$ cat src/rtl/tlb_array_if.sv
// tlb_if: TLB write/read/lookup port bundle between writeback/CP0 (master) and tlb_array (slave).
// With TLB_INV_ALL_EN defined an inv_all strobe is carried as well.
interface tlb_if #(parameter int TLBNUM = 16);
  localparam int IW = $clog2(TLBNUM);
  logic [18:0]   s0_vpn2;
  logic          s0_odd_page;
  logic [7:0]    s0_asid;
  logic          s0_found;
  logic [IW-1:0] s0_index;
  logic [19:0]   s0_pfn;
  logic [2:0]    s0_c;
  logic          s0_d;
  logic          s0_v;
  logic [18:0]   s1_vpn2;
  logic          s1_odd_page;
  logic [7:0]    s1_asid;
  logic          s1_found;
  logic [IW-1:0] s1_index;
  logic [19:0]   s1_pfn;
  logic [2:0]    s1_c;
  logic          s1_d;
  logic          s1_v;
  logic          we;
  logic [IW-1:0] w_index;
  logic [18:0]   w_vpn2;
  logic [7:0]    w_asid;
  logic          w_g;
  logic [19:0]   w_pfn0;
  logic [2:0]    w_c0;
  logic          w_d0;
  logic          w_v0;
  logic [19:0]   w_pfn1;
  logic [2:0]    w_c1;
  logic          w_d1;
  logic          w_v1;
  logic [IW-1:0] r_index;
  logic [18:0]   r_vpn2;
  logic [7:0]    r_asid;
  logic          r_g;
  logic [19:0]   r_pfn0;
  logic [2:0]    r_c0;
  logic          r_d0;
  logic          r_v0;
  logic [19:0]   r_pfn1;
  logic [2:0]    r_c1;
  logic          r_d1;
  logic          r_v1;
`ifdef TLB_INV_ALL_EN
  logic          inv_all;
`endif
  modport master (
    output s0_vpn2, s0_odd_page, s0_asid, s1_vpn2, s1_odd_page, s1_asid,
           we, w_index, w_vpn2, w_asid, w_g, w_pfn0, w_c0, w_d0, w_v0, w_pfn1, w_c1, w_d1, w_v1,
           r_index,
`ifdef TLB_INV_ALL_EN
           inv_all,
`endif
    input  s0_found, s0_index, s0_pfn, s0_c, s0_d, s0_v,
           s1_found, s1_index, s1_pfn, s1_c, s1_d, s1_v,
           r_vpn2, r_asid, r_g, r_pfn0, r_c0, r_d0, r_v0, r_pfn1, r_c1, r_d1, r_v1
  );
  modport slave (
    input  s0_vpn2, s0_odd_page, s0_asid, s1_vpn2, s1_odd_page, s1_asid,
           we, w_index, w_vpn2, w_asid, w_g, w_pfn0, w_c0, w_d0, w_v0, w_pfn1, w_c1, w_d1, w_v1,
           r_index,
`ifdef TLB_INV_ALL_EN
           inv_all,
`endif
    output s0_found, s0_index, s0_pfn, s0_c, s0_d, s0_v,
           s1_found, s1_index, s1_pfn, s1_c, s1_d, s1_v,
           r_vpn2, r_asid, r_g, r_pfn0, r_c0, r_d0, r_v0, r_pfn1, r_c1, r_d1, r_v1
  );
endinterface

$ cat src/rtl/tlb_array.sv
// tlb_array: 16-entry fully associative MIPS32 JTLB, one write, one read, two lookup ports.
// Optional TLB_INV_ALL_EN adds inv_all, clearing every existence bit (and dropping a same-cycle write).
module tlb_array #(parameter int TLBNUM = 16) (
  input logic   clk,
  input logic   resetn,
  tlb_if.slave  t
);
  localparam int IW = $clog2(TLBNUM);
  logic [18:0]       vpn2_q [TLBNUM];
  logic [7:0]        asid_q [TLBNUM];
  logic [TLBNUM-1:0] g_q;
  logic [TLBNUM-1:0] e_q;
  // page records packed as {pfn, c, d, v}
  logic [24:0]       p0_q [TLBNUM];
  logic [24:0]       p1_q [TLBNUM];
  logic [TLBNUM-1:0] m0, m1;
  logic [IW-1:0]     idx0, idx1;
  logic [24:0]       pg0, pg1;
  logic              wr_en;
`ifdef TLB_INV_ALL_EN
  assign wr_en = t.we && !t.inv_all;
`else
  assign wr_en = t.we;
`endif
  always_ff @(posedge clk or negedge resetn)
    if (!resetn) begin
      for (int i = 0; i < TLBNUM; i++) begin
        vpn2_q[i] <= '0;
        asid_q[i] <= '0;
        p0_q[i]   <= '0;
        p1_q[i]   <= '0;
      end
      g_q <= '0;
      e_q <= '0;
    end else begin
`ifdef TLB_INV_ALL_EN
      if (t.inv_all) e_q <= '0;
`endif
      if (wr_en) begin
        vpn2_q[t.w_index] <= t.w_vpn2;
        asid_q[t.w_index] <= t.w_asid;
        g_q[t.w_index]    <= t.w_g;
        e_q[t.w_index]    <= 1'b1;
        p0_q[t.w_index]   <= {t.w_pfn0, t.w_c0, t.w_d0, t.w_v0};
        p1_q[t.w_index]   <= {t.w_pfn1, t.w_c1, t.w_d1, t.w_v1};
      end
    end
  always_comb
    for (int i = 0; i < TLBNUM; i++) begin
      m0[i] = e_q[i] && vpn2_q[i] == t.s0_vpn2 && (g_q[i] || asid_q[i] == t.s0_asid);
      m1[i] = e_q[i] && vpn2_q[i] == t.s1_vpn2 && (g_q[i] || asid_q[i] == t.s1_asid);
    end
  // descending scan so the lowest matching index is the one left standing
  always_comb begin
    idx0 = '0;
    idx1 = '0;
    for (int i = TLBNUM - 1; i >= 0; i--) begin
      if (m0[i]) idx0 = IW'(i);
      if (m1[i]) idx1 = IW'(i);
    end
  end
  assign pg0 = !(|m0) ? '0 : t.s0_odd_page ? p1_q[idx0] : p0_q[idx0];
  assign pg1 = !(|m1) ? '0 : t.s1_odd_page ? p1_q[idx1] : p0_q[idx1];
  assign t.s0_found = |m0;
  assign t.s0_index = idx0;
  assign {t.s0_pfn, t.s0_c, t.s0_d, t.s0_v} = pg0;
  assign t.s1_found = |m1;
  assign t.s1_index = idx1;
  assign {t.s1_pfn, t.s1_c, t.s1_d, t.s1_v} = pg1;
  assign t.r_vpn2 = vpn2_q[t.r_index];
  assign t.r_asid = asid_q[t.r_index];
  assign t.r_g    = g_q[t.r_index];
  assign {t.r_pfn0, t.r_c0, t.r_d0, t.r_v0} = p0_q[t.r_index];
  assign {t.r_pfn1, t.r_c1, t.r_d1, t.r_v1} = p1_q[t.r_index];
endmodule

$ cat src/flat_wrapper.sv
// flat-port wrapper written by rule: the top's interface ports become plain ports
module tlb_array_flat 
#(parameter int TLBNUM = 16)
  (clk, resetn, t_s0_vpn2, t_s0_odd_page, t_s0_asid, t_s1_vpn2, t_s1_odd_page, t_s1_asid, t_we, t_w_index, t_w_vpn2, t_w_asid, t_w_g, t_w_pfn0, t_w_c0, t_w_d0, t_w_v0, t_w_pfn1, t_w_c1, t_w_d1, t_w_v1, t_r_index, t_s0_found, t_s0_index, t_s0_pfn, t_s0_c, t_s0_d, t_s0_v, t_s1_found, t_s1_index, t_s1_pfn, t_s1_c, t_s1_d, t_s1_v, t_r_vpn2, t_r_asid, t_r_g, t_r_pfn0, t_r_c0, t_r_d0, t_r_v0, t_r_pfn1, t_r_c1, t_r_d1, t_r_v1);
  tlb_if #(.TLBNUM(TLBNUM)) t_i ();
  input logic clk;
  input logic resetn;
  input wire logic [$bits(t_i.s0_vpn2)-1:0] t_s0_vpn2;
  input wire logic [$bits(t_i.s0_odd_page)-1:0] t_s0_odd_page;
  input wire logic [$bits(t_i.s0_asid)-1:0] t_s0_asid;
  input wire logic [$bits(t_i.s1_vpn2)-1:0] t_s1_vpn2;
  input wire logic [$bits(t_i.s1_odd_page)-1:0] t_s1_odd_page;
  input wire logic [$bits(t_i.s1_asid)-1:0] t_s1_asid;
  input wire logic [$bits(t_i.we)-1:0] t_we;
  input wire logic [$bits(t_i.w_index)-1:0] t_w_index;
  input wire logic [$bits(t_i.w_vpn2)-1:0] t_w_vpn2;
  input wire logic [$bits(t_i.w_asid)-1:0] t_w_asid;
  input wire logic [$bits(t_i.w_g)-1:0] t_w_g;
  input wire logic [$bits(t_i.w_pfn0)-1:0] t_w_pfn0;
  input wire logic [$bits(t_i.w_c0)-1:0] t_w_c0;
  input wire logic [$bits(t_i.w_d0)-1:0] t_w_d0;
  input wire logic [$bits(t_i.w_v0)-1:0] t_w_v0;
  input wire logic [$bits(t_i.w_pfn1)-1:0] t_w_pfn1;
  input wire logic [$bits(t_i.w_c1)-1:0] t_w_c1;
  input wire logic [$bits(t_i.w_d1)-1:0] t_w_d1;
  input wire logic [$bits(t_i.w_v1)-1:0] t_w_v1;
  input wire logic [$bits(t_i.r_index)-1:0] t_r_index;
  output wire logic [$bits(t_i.s0_found)-1:0] t_s0_found;
  output wire logic [$bits(t_i.s0_index)-1:0] t_s0_index;
  output wire logic [$bits(t_i.s0_pfn)-1:0] t_s0_pfn;
  output wire logic [$bits(t_i.s0_c)-1:0] t_s0_c;
  output wire logic [$bits(t_i.s0_d)-1:0] t_s0_d;
  output wire logic [$bits(t_i.s0_v)-1:0] t_s0_v;
  output wire logic [$bits(t_i.s1_found)-1:0] t_s1_found;
  output wire logic [$bits(t_i.s1_index)-1:0] t_s1_index;
  output wire logic [$bits(t_i.s1_pfn)-1:0] t_s1_pfn;
  output wire logic [$bits(t_i.s1_c)-1:0] t_s1_c;
  output wire logic [$bits(t_i.s1_d)-1:0] t_s1_d;
  output wire logic [$bits(t_i.s1_v)-1:0] t_s1_v;
  output wire logic [$bits(t_i.r_vpn2)-1:0] t_r_vpn2;
  output wire logic [$bits(t_i.r_asid)-1:0] t_r_asid;
  output wire logic [$bits(t_i.r_g)-1:0] t_r_g;
  output wire logic [$bits(t_i.r_pfn0)-1:0] t_r_pfn0;
  output wire logic [$bits(t_i.r_c0)-1:0] t_r_c0;
  output wire logic [$bits(t_i.r_d0)-1:0] t_r_d0;
  output wire logic [$bits(t_i.r_v0)-1:0] t_r_v0;
  output wire logic [$bits(t_i.r_pfn1)-1:0] t_r_pfn1;
  output wire logic [$bits(t_i.r_c1)-1:0] t_r_c1;
  output wire logic [$bits(t_i.r_d1)-1:0] t_r_d1;
  output wire logic [$bits(t_i.r_v1)-1:0] t_r_v1;
  assign t_i.s0_vpn2 = t_s0_vpn2;
  assign t_i.s0_odd_page = t_s0_odd_page;
  assign t_i.s0_asid = t_s0_asid;
  assign t_i.s1_vpn2 = t_s1_vpn2;
  assign t_i.s1_odd_page = t_s1_odd_page;
  assign t_i.s1_asid = t_s1_asid;
  assign t_i.we = t_we;
  assign t_i.w_index = t_w_index;
  assign t_i.w_vpn2 = t_w_vpn2;
  assign t_i.w_asid = t_w_asid;
  assign t_i.w_g = t_w_g;
  assign t_i.w_pfn0 = t_w_pfn0;
  assign t_i.w_c0 = t_w_c0;
  assign t_i.w_d0 = t_w_d0;
  assign t_i.w_v0 = t_w_v0;
  assign t_i.w_pfn1 = t_w_pfn1;
  assign t_i.w_c1 = t_w_c1;
  assign t_i.w_d1 = t_w_d1;
  assign t_i.w_v1 = t_w_v1;
  assign t_i.r_index = t_r_index;
  assign t_s0_found = t_i.s0_found;
  assign t_s0_index = t_i.s0_index;
  assign t_s0_pfn = t_i.s0_pfn;
  assign t_s0_c = t_i.s0_c;
  assign t_s0_d = t_i.s0_d;
  assign t_s0_v = t_i.s0_v;
  assign t_s1_found = t_i.s1_found;
  assign t_s1_index = t_i.s1_index;
  assign t_s1_pfn = t_i.s1_pfn;
  assign t_s1_c = t_i.s1_c;
  assign t_s1_d = t_i.s1_d;
  assign t_s1_v = t_i.s1_v;
  assign t_r_vpn2 = t_i.r_vpn2;
  assign t_r_asid = t_i.r_asid;
  assign t_r_g = t_i.r_g;
  assign t_r_pfn0 = t_i.r_pfn0;
  assign t_r_c0 = t_i.r_c0;
  assign t_r_d0 = t_i.r_d0;
  assign t_r_v0 = t_i.r_v0;
  assign t_r_pfn1 = t_i.r_pfn1;
  assign t_r_c1 = t_i.r_c1;
  assign t_r_d1 = t_i.r_d1;
  assign t_r_v1 = t_i.r_v1;
  tlb_array #(.TLBNUM(TLBNUM)) u_core (.clk(clk), .resetn(resetn), .t(t_i));
endmodule
$ cat config.mk
export PLATFORM = sky130hd
export DESIGN_NAME = tlb_array_flat
export DESIGN_NICKNAME = d
export VERILOG_FILES = /design/src/rtl/tlb_array_if.sv /design/src/rtl/tlb_array.sv /design/src/flat_wrapper.sv
export SDC_FILE = /design/constraint.sdc
export NUM_CORES = 2
export LEC_CHECK = 0
export BUFFER_PORTS_ARGS = -buffer_cell sky130_fd_sc_hd__clkbuf_2
export CORE_MARGIN = 3
export CORE_UTILIZATION = 28
export DETAILED_ROUTE_END_ITERATION = 6
export MAX_ROUTING_LAYER = met4
export PLACE_DENSITY = 0.47
export SLEW_MARGIN = 20
export SYNTH_ARGS = -nofsm -noshare
export SYNTH_HDL_FRONTEND = slang
export SYNTH_SLANG_ARGS = --single-unit
$ cat constraint.sdc
create_clock -name clk -period 8.2 [get_ports clk]
set_input_delay 1.23 -clock clk [delete_from_list [all_inputs] [get_ports clk]]
set_output_delay 1.23 -clock clk [all_outputs]
set_load 0.02 [all_outputs]
# ---- Word level (Yosys, flattened, before mapping)
# Index checks and enable logic that the tools add are counted.
dict set report word_totals {
  ff_bits 1264
  out_inout_bits 138
}
dict set report classes {
  order_cmp 8
  n_eq_ne 64
  mux 75
  bitwise 5
  n_reduce_logical 100
}
# operator n
set op_table {}
lappend op_table {{$bwmux W400} 2}
lappend op_table {{$eq A19 B19 Y1} 32}
lappend op_table {{$bmux W25 S4} 6}
lappend op_table {{$mux W25} 17}
lappend op_table {{$bwmux W304} 1}
lappend op_table {{$eq A8 B8 Y1} 32}
lappend op_table {{$bwmux W128} 1}
lappend op_table {{$mux W4} 32}
lappend op_table {{$demux W25 S4} 1}
lappend op_table {{$bmux W19 S4} 1}
lappend op_table {{$demux W19 S4} 1}
lappend op_table {{$logic_and A1 B1 Y1} 66}
lappend op_table {{$mux W19} 3}
lappend op_table {{$bmux W8 S4} 1}
lappend op_table {{$demux W8 S4} 1}
lappend op_table {{$logic_or A1 B1 Y1} 32}
lappend op_table {{$reduce_or A16 Y1} 2}
lappend op_table {{$mux W8} 3}
lappend op_table {{$ge A5 B5 Y1 const B} 4}
lappend op_table {{$not A4 Y5} 4}
lappend op_table {{$bwmux W16} 1}
lappend op_table {{$or A16 B16 Y16} 1}
lappend op_table {{$lt A4 B5 Y1 const B} 2}
lappend op_table {{$lt A5 B1 Y1 const B} 1}
lappend op_table {{4 further kinds} 5}

# ---- Longest topological paths before layout
dict set report logic_depth {
  ltp_word 25
  ltp_mapped 19
}

# ---- Least setup slack after synthesis
# No wires, ideal clock.
dict set report synth_timing {
  kind {input port to output port}
  from {input port t_s1_vpn2[13]}
  to {output port t_s1_pfn[2]}
  t_arrival_ns 4.553
  t_required_ns 6.970
  slack_ns 2.417
  path_stages 14
  cell_sequence {clkbuf_1 -> buf_2 -> xor2_1 -> nor4_1 -> nand3_1 -> or4_1 -> o41ai_2 -> nor3_1 -> a21boi_2 -> nand3b_1 -> clkbuf_1 -> o22ai_1 -> a22oi_1 -> o221ai_1}
}
dict set report synth_via {
  elab_chain_len 25
  word_cells_on_any_way 74
  cone_classes {16 x eq/ne; 24 x mux; 1 x bitwise; 33 x reduce/logical}
}
# item line_no
set synth_lines {}
lappend synth_lines {{start, declared} flat_wrapper.sv:11} ;# input wire logic [$bits(t_i.s1_vpn2)-1:0] t_s1_vpn2;
lappend synth_lines {{$eq A19 B19 Y1} tlb_array.sv:51} ;# m1[i] = e_q[i] && vpn2_q[i] == t.s1_vpn2 && (g_q[i] || asid_q[i] == t.s1_asid);
lappend synth_lines {{$logic_and A1 B1 Y1 (2 in series)} tlb_array.sv:51}
lappend synth_lines {{$mux W4 (16 in series)} tlb_array.sv:59} ;# if (m1[i]) idx1 = IW'(i);
lappend synth_lines {{$not A4 Y5 (not written as such)} tlb_array.sv:63} ;# assign pg1 = !(|m1) ? '0 : t.s1_odd_page ? p1_q[idx1] : p0_q[idx1];
lappend synth_lines {{$bmux W25 S4} tlb_array.sv:63}
lappend synth_lines {{$mux W25 (not written as such) (2 in series)} tlb_array.sv:63}
lappend synth_lines {{$mux W25} tlb_array.sv:63}
lappend synth_lines {{$mux W25 (*)} tlb_array.sv:63}
lappend synth_lines {{end, declared} flat_wrapper.sv:36} ;# output wire logic [$bits(t_i.s1_pfn)-1:0] t_s1_pfn;
# Every way passes the cells marked *; elsewhere a longest branch is shown, timed or not. The select of a mux whose other input is x is not followed.

# ---- Worst setup path in the final report
dict set report layout_timing {
  from {input port t_s0_asid[7]}
  to {output port t_s0_pfn[15]}
}
dict set report layout_via {
  elab_chain_len 25
  word_cells_on_any_way 74
  cone_classes {16 x eq/ne; 24 x mux; 1 x bitwise; 33 x reduce/logical}
}
# item line_no
set layout_lines {}
lappend layout_lines {{start, declared} flat_wrapper.sv:10} ;# input wire logic [$bits(t_i.s0_asid)-1:0] t_s0_asid;
lappend layout_lines {{$eq A8 B8 Y1} tlb_array.sv:50} ;# m0[i] = e_q[i] && vpn2_q[i] == t.s0_vpn2 && (g_q[i] || asid_q[i] == t.s0_asid);
lappend layout_lines {{$logic_or A1 B1 Y1} tlb_array.sv:50}
lappend layout_lines {{$logic_and A1 B1 Y1} tlb_array.sv:50}
lappend layout_lines {{$mux W4 (16 in series)} tlb_array.sv:58} ;# if (m0[i]) idx0 = IW'(i);
lappend layout_lines {{$not A4 Y5 (not written as such)} tlb_array.sv:62} ;# assign pg0 = !(|m0) ? '0 : t.s0_odd_page ? p1_q[idx0] : p0_q[idx0];
lappend layout_lines {{$bmux W25 S4} tlb_array.sv:62}
lappend layout_lines {{$mux W25 (not written as such) (2 in series)} tlb_array.sv:62}
lappend layout_lines {{$mux W25} tlb_array.sv:62}
lappend layout_lines {{$mux W25 (*)} tlb_array.sv:62}
lappend layout_lines {{end, declared} flat_wrapper.sv:30} ;# output wire logic [$bits(t_i.s0_pfn)-1:0] t_s0_pfn;
# Marked as above.

==> results.toml <==
[run]
drv_cap = 0

[routing]
postRouteAntennaNets = 0
wire_per_inst_um = 34.8
drt-initial-drc-count = 9096
vias_per_cell = 5.87
via_count = 67200
remaining_drc_errors = 0
routed_wl_um = 398000
dr.pass1.iters = 6

[outcome]
status = "finished with violations"
violations = "setup timing"

[worst_hold_path]
hold_path.class = "in -> async"

[worst_setup_path]
endpoint_kind = "primary output"
ff2ff_path_depth = 1
rrSetupSlack_ps = 7180
slowest_delay_ps = 730
path_buf_inv = 5
worstPathRequired_ps = 6970
cp-start-kind = "input pin"
path_max_fanout = 16
cp_slowest_cell = "or4_1"
cp-startpoint = "t_s0_asid[7]"
critPathKind = "in -> out"
arrival_ps = 6980
worstReg2RegEnd = "u_core.vpn2_q[198]$_DFFE_PN0P_"
cp_cell_sequence = "clkbuf_2, buf_4, xor2_1, nor4_1, a21oi_1, or4_1, nand4_1, a41oi_1, or2_1, inv_4, nand2_4, a21oi_1, a2111oi_2, a211oi_1, buf_4, a221o_1, clkbuf_2"
worstReg2RegStart = "u_core.vpn2_q[198]$_DFFE_PN0P_"
cpLargestDelayFamily = "simple AND/OR/NAND/NOR gates"

[logic_synthesis]
synth_area_leaders = "dfrtp_1, mux2_2, mux4_2"
yosysTopAreaCell = "dfrtp_1"
syn_avg_cell_area_um2 = 11.5
synth_nets = 7303
synth.most_common_cell = "mux2_2"
seq_area_frac_synth_pct = 38.4
synth_seq_cells = 1264
synth_top_area_share_pct = 38.4
async_flop_share_pct = 100
synth_ff_type = "dfrtp_1"
syn_inst = 7158
synth_commonest_cells = "mux2_2, dfrtp_1, nand2_1, xor2_1, mux2i_1"
synth_edf_count = 0
synth.distinct_cells = 80
yosys_warnings = 0
synth_area_mm2 = 0.0824

[timing]
slew-limit-headroom_pct = 19.2
rsz0062_at_grt = "no"
hold_viol = 0
worst_pin_slew_ps = 1210
max_freq_ghz = 0.122
fin_crit_sh_pct = 100
postLayoutSetupSlackWorst_ps = -5.81
min_period_ps = 8210
setup_violations = 1
slew_violations = 0
fin_skew_ps = 0

[layout]
multiInputGateArea_mm2 = 0.0481
stdcell_area_mm2 = 0.0957
final_nets = 7531
fin_util_pct = 32.8
post_route_cells_drive_above_1_share_pct = 36.1
area_growth_pct = 16.1
seqCellArea_mm2 = 0.0316
layoutNonFillerInstCount = 11400
fill_cells = 29200

[clock_tree]
cts-root-buf = "clkbuf_16"
clockBufferDepth = 4
clk_pin_slew_worst_paths_ps = 60
holdBufCountCts = 0
cts_buffers = 163
clock_latency_ps = 800
clock_sinks = 1264
cts_htree_levels = 4
cts_tree = "built"

[grt]
antenna_found_initial = 61
grt_pass1_vias = 66200
overflow = 0
grt_max_degree = 157
gr-usage-all-layers_pct = 26.5
grt_pass1_wl_um = 553000

[place]
hpwl_um = 266000
placed_area_mm2 = 0.0902
portBuffers = 282
place.gp.congestion = 0.993
dpl.cell_count = 11100

[power_and_ir_drop]
irDropWorstVdd_mv = 0.148
power_density_mw_per_mm2 = 246
leakage_nw = 37.8

[die]
die-area_mm2 = 0.301
initial_utilization_pct = 28.2
core_mm2 = 0.292
chipHeight_um = 549
ios = 283
rows = 198
die_w_um = 549
==> power by group <==
| group | switching (W) | internal (W) |
|---|---|---|
| combinational | 0.00322 | 0.00315 |
| sequential | 0.00206 | 0.00769 |
| clock | 0.00300 | 0.00447 |
| total | 0.00829 | 0.0153 |
==> cells in the final DEF (no fill, tap or decap), types with 24 or more instances in the layout <==
cell       netlist  routed
a211oi_1        32      32
a21oi_1        165     163
a22oi_1         41      41
a31oi_1         25      25
a32oi_1         34      34
buf_12           0      82
buf_4           50     332
clkbuf_1       342      38
clkbuf_16        0     165
clkbuf_2         1     277
clkbuf_8         0      35
dfrtp_1       1264    1264
diode_2          0      38
mux2_2        1288    1288
mux2i_1        435     435
mux4_2         390     390
nand2_1        841     838
nand3_1        164     163
nand4_1        100     100
nand4b_1        29      29
nor2_1          50      37
nor4_1         250     248
nor4b_1         24      24
o211ai_1        35      35
o21ai_0         75      75
o221ai_1        49      49
o22ai_1        106     106
or4_1           38      38
xnor2_1        229     229
xor2_1         635     635
==> through the flow <==
stage               hold slack, ps  total power (W)  setup WS, ps  TNS, ps
floorplan                      500           0.0133          2420        0
global placement               531           0.0159           133        0
detailed placement             536           0.0160           130        0
CTS                            394           0.0236           118        0
global route                   401           0.0245          65.8        0
finish                         375           0.0236         -5.81    -5.81
==> layer usage <==
| layer | vias up | routed length [um] | GRT usage, % |
|---|---|---|---|
| met5 | - | 0 | - |
| met2 | 3757 | 168000 | 37.4 |
| met3 | 719 | 35600 | 5.28 |
| li1 | 27100 | - | - |
| met1 | 35600 | 176000 | 37.1 |
| met4 | 0 | 17500 | 9.92 |
==> repair_timing <==
action                     CTS  global route
resized for setup            0             2
setup endpoints to repair    0             2
buffers inserted             0             0
==> worst max-delay path by stage <==
| stage | endpoint | slack (ps) | cells after the start |
|---|---|---|---|
| after global routing | t_s0_pfn[15] | 70 | 17 |
| after CTS | t_s0_pfn[15] | 120 | 17 |
| after detailed placement | t_s0_pfn[15] | 130 | 17 |
| after floorplan | t_s1_pfn[2] | 2420 | 14 |
| after global placement | t_s1_pfn[1] | 130 | 17 |
| final | t_s0_pfn[15] | -6 | 17 |
==> final cells by class <==
class,instances,share of cell area (%)
antenna,38,0.0993
tap,3900,5.10
timing repair buffer,697,5.88
clock inverter,46,0.669
clock buffer,237,4.95
inverter,5,0.0235
sequential,1264,33.0
multi-input combinational,5255,50.2
==> kinds of logic (layout without fill, tap and decap cells) <==
family,Yosys count,count (layout),share of synthesized area [%]
other,0,38,0
buffers and inverters,639,985,3.65
DFF,1264,1264,38.4
xor gates and xnor gates,864,864,9.18
and+or+nand+nor,1586,1586,9.35
AOI/OAI and AO/OA,682,682,5.79
muxes,2123,2123,33.7
==> state kept, by name, indices dropped and copies added, names as in the netlist <==
register       cells
u_core.asid_q    128
u_core.p0_q      400
u_core.g_q        16
u_core.vpn2_q    304
u_core.p1_q      400
u_core.e_q        16
(Power assumes the default switching activity.)
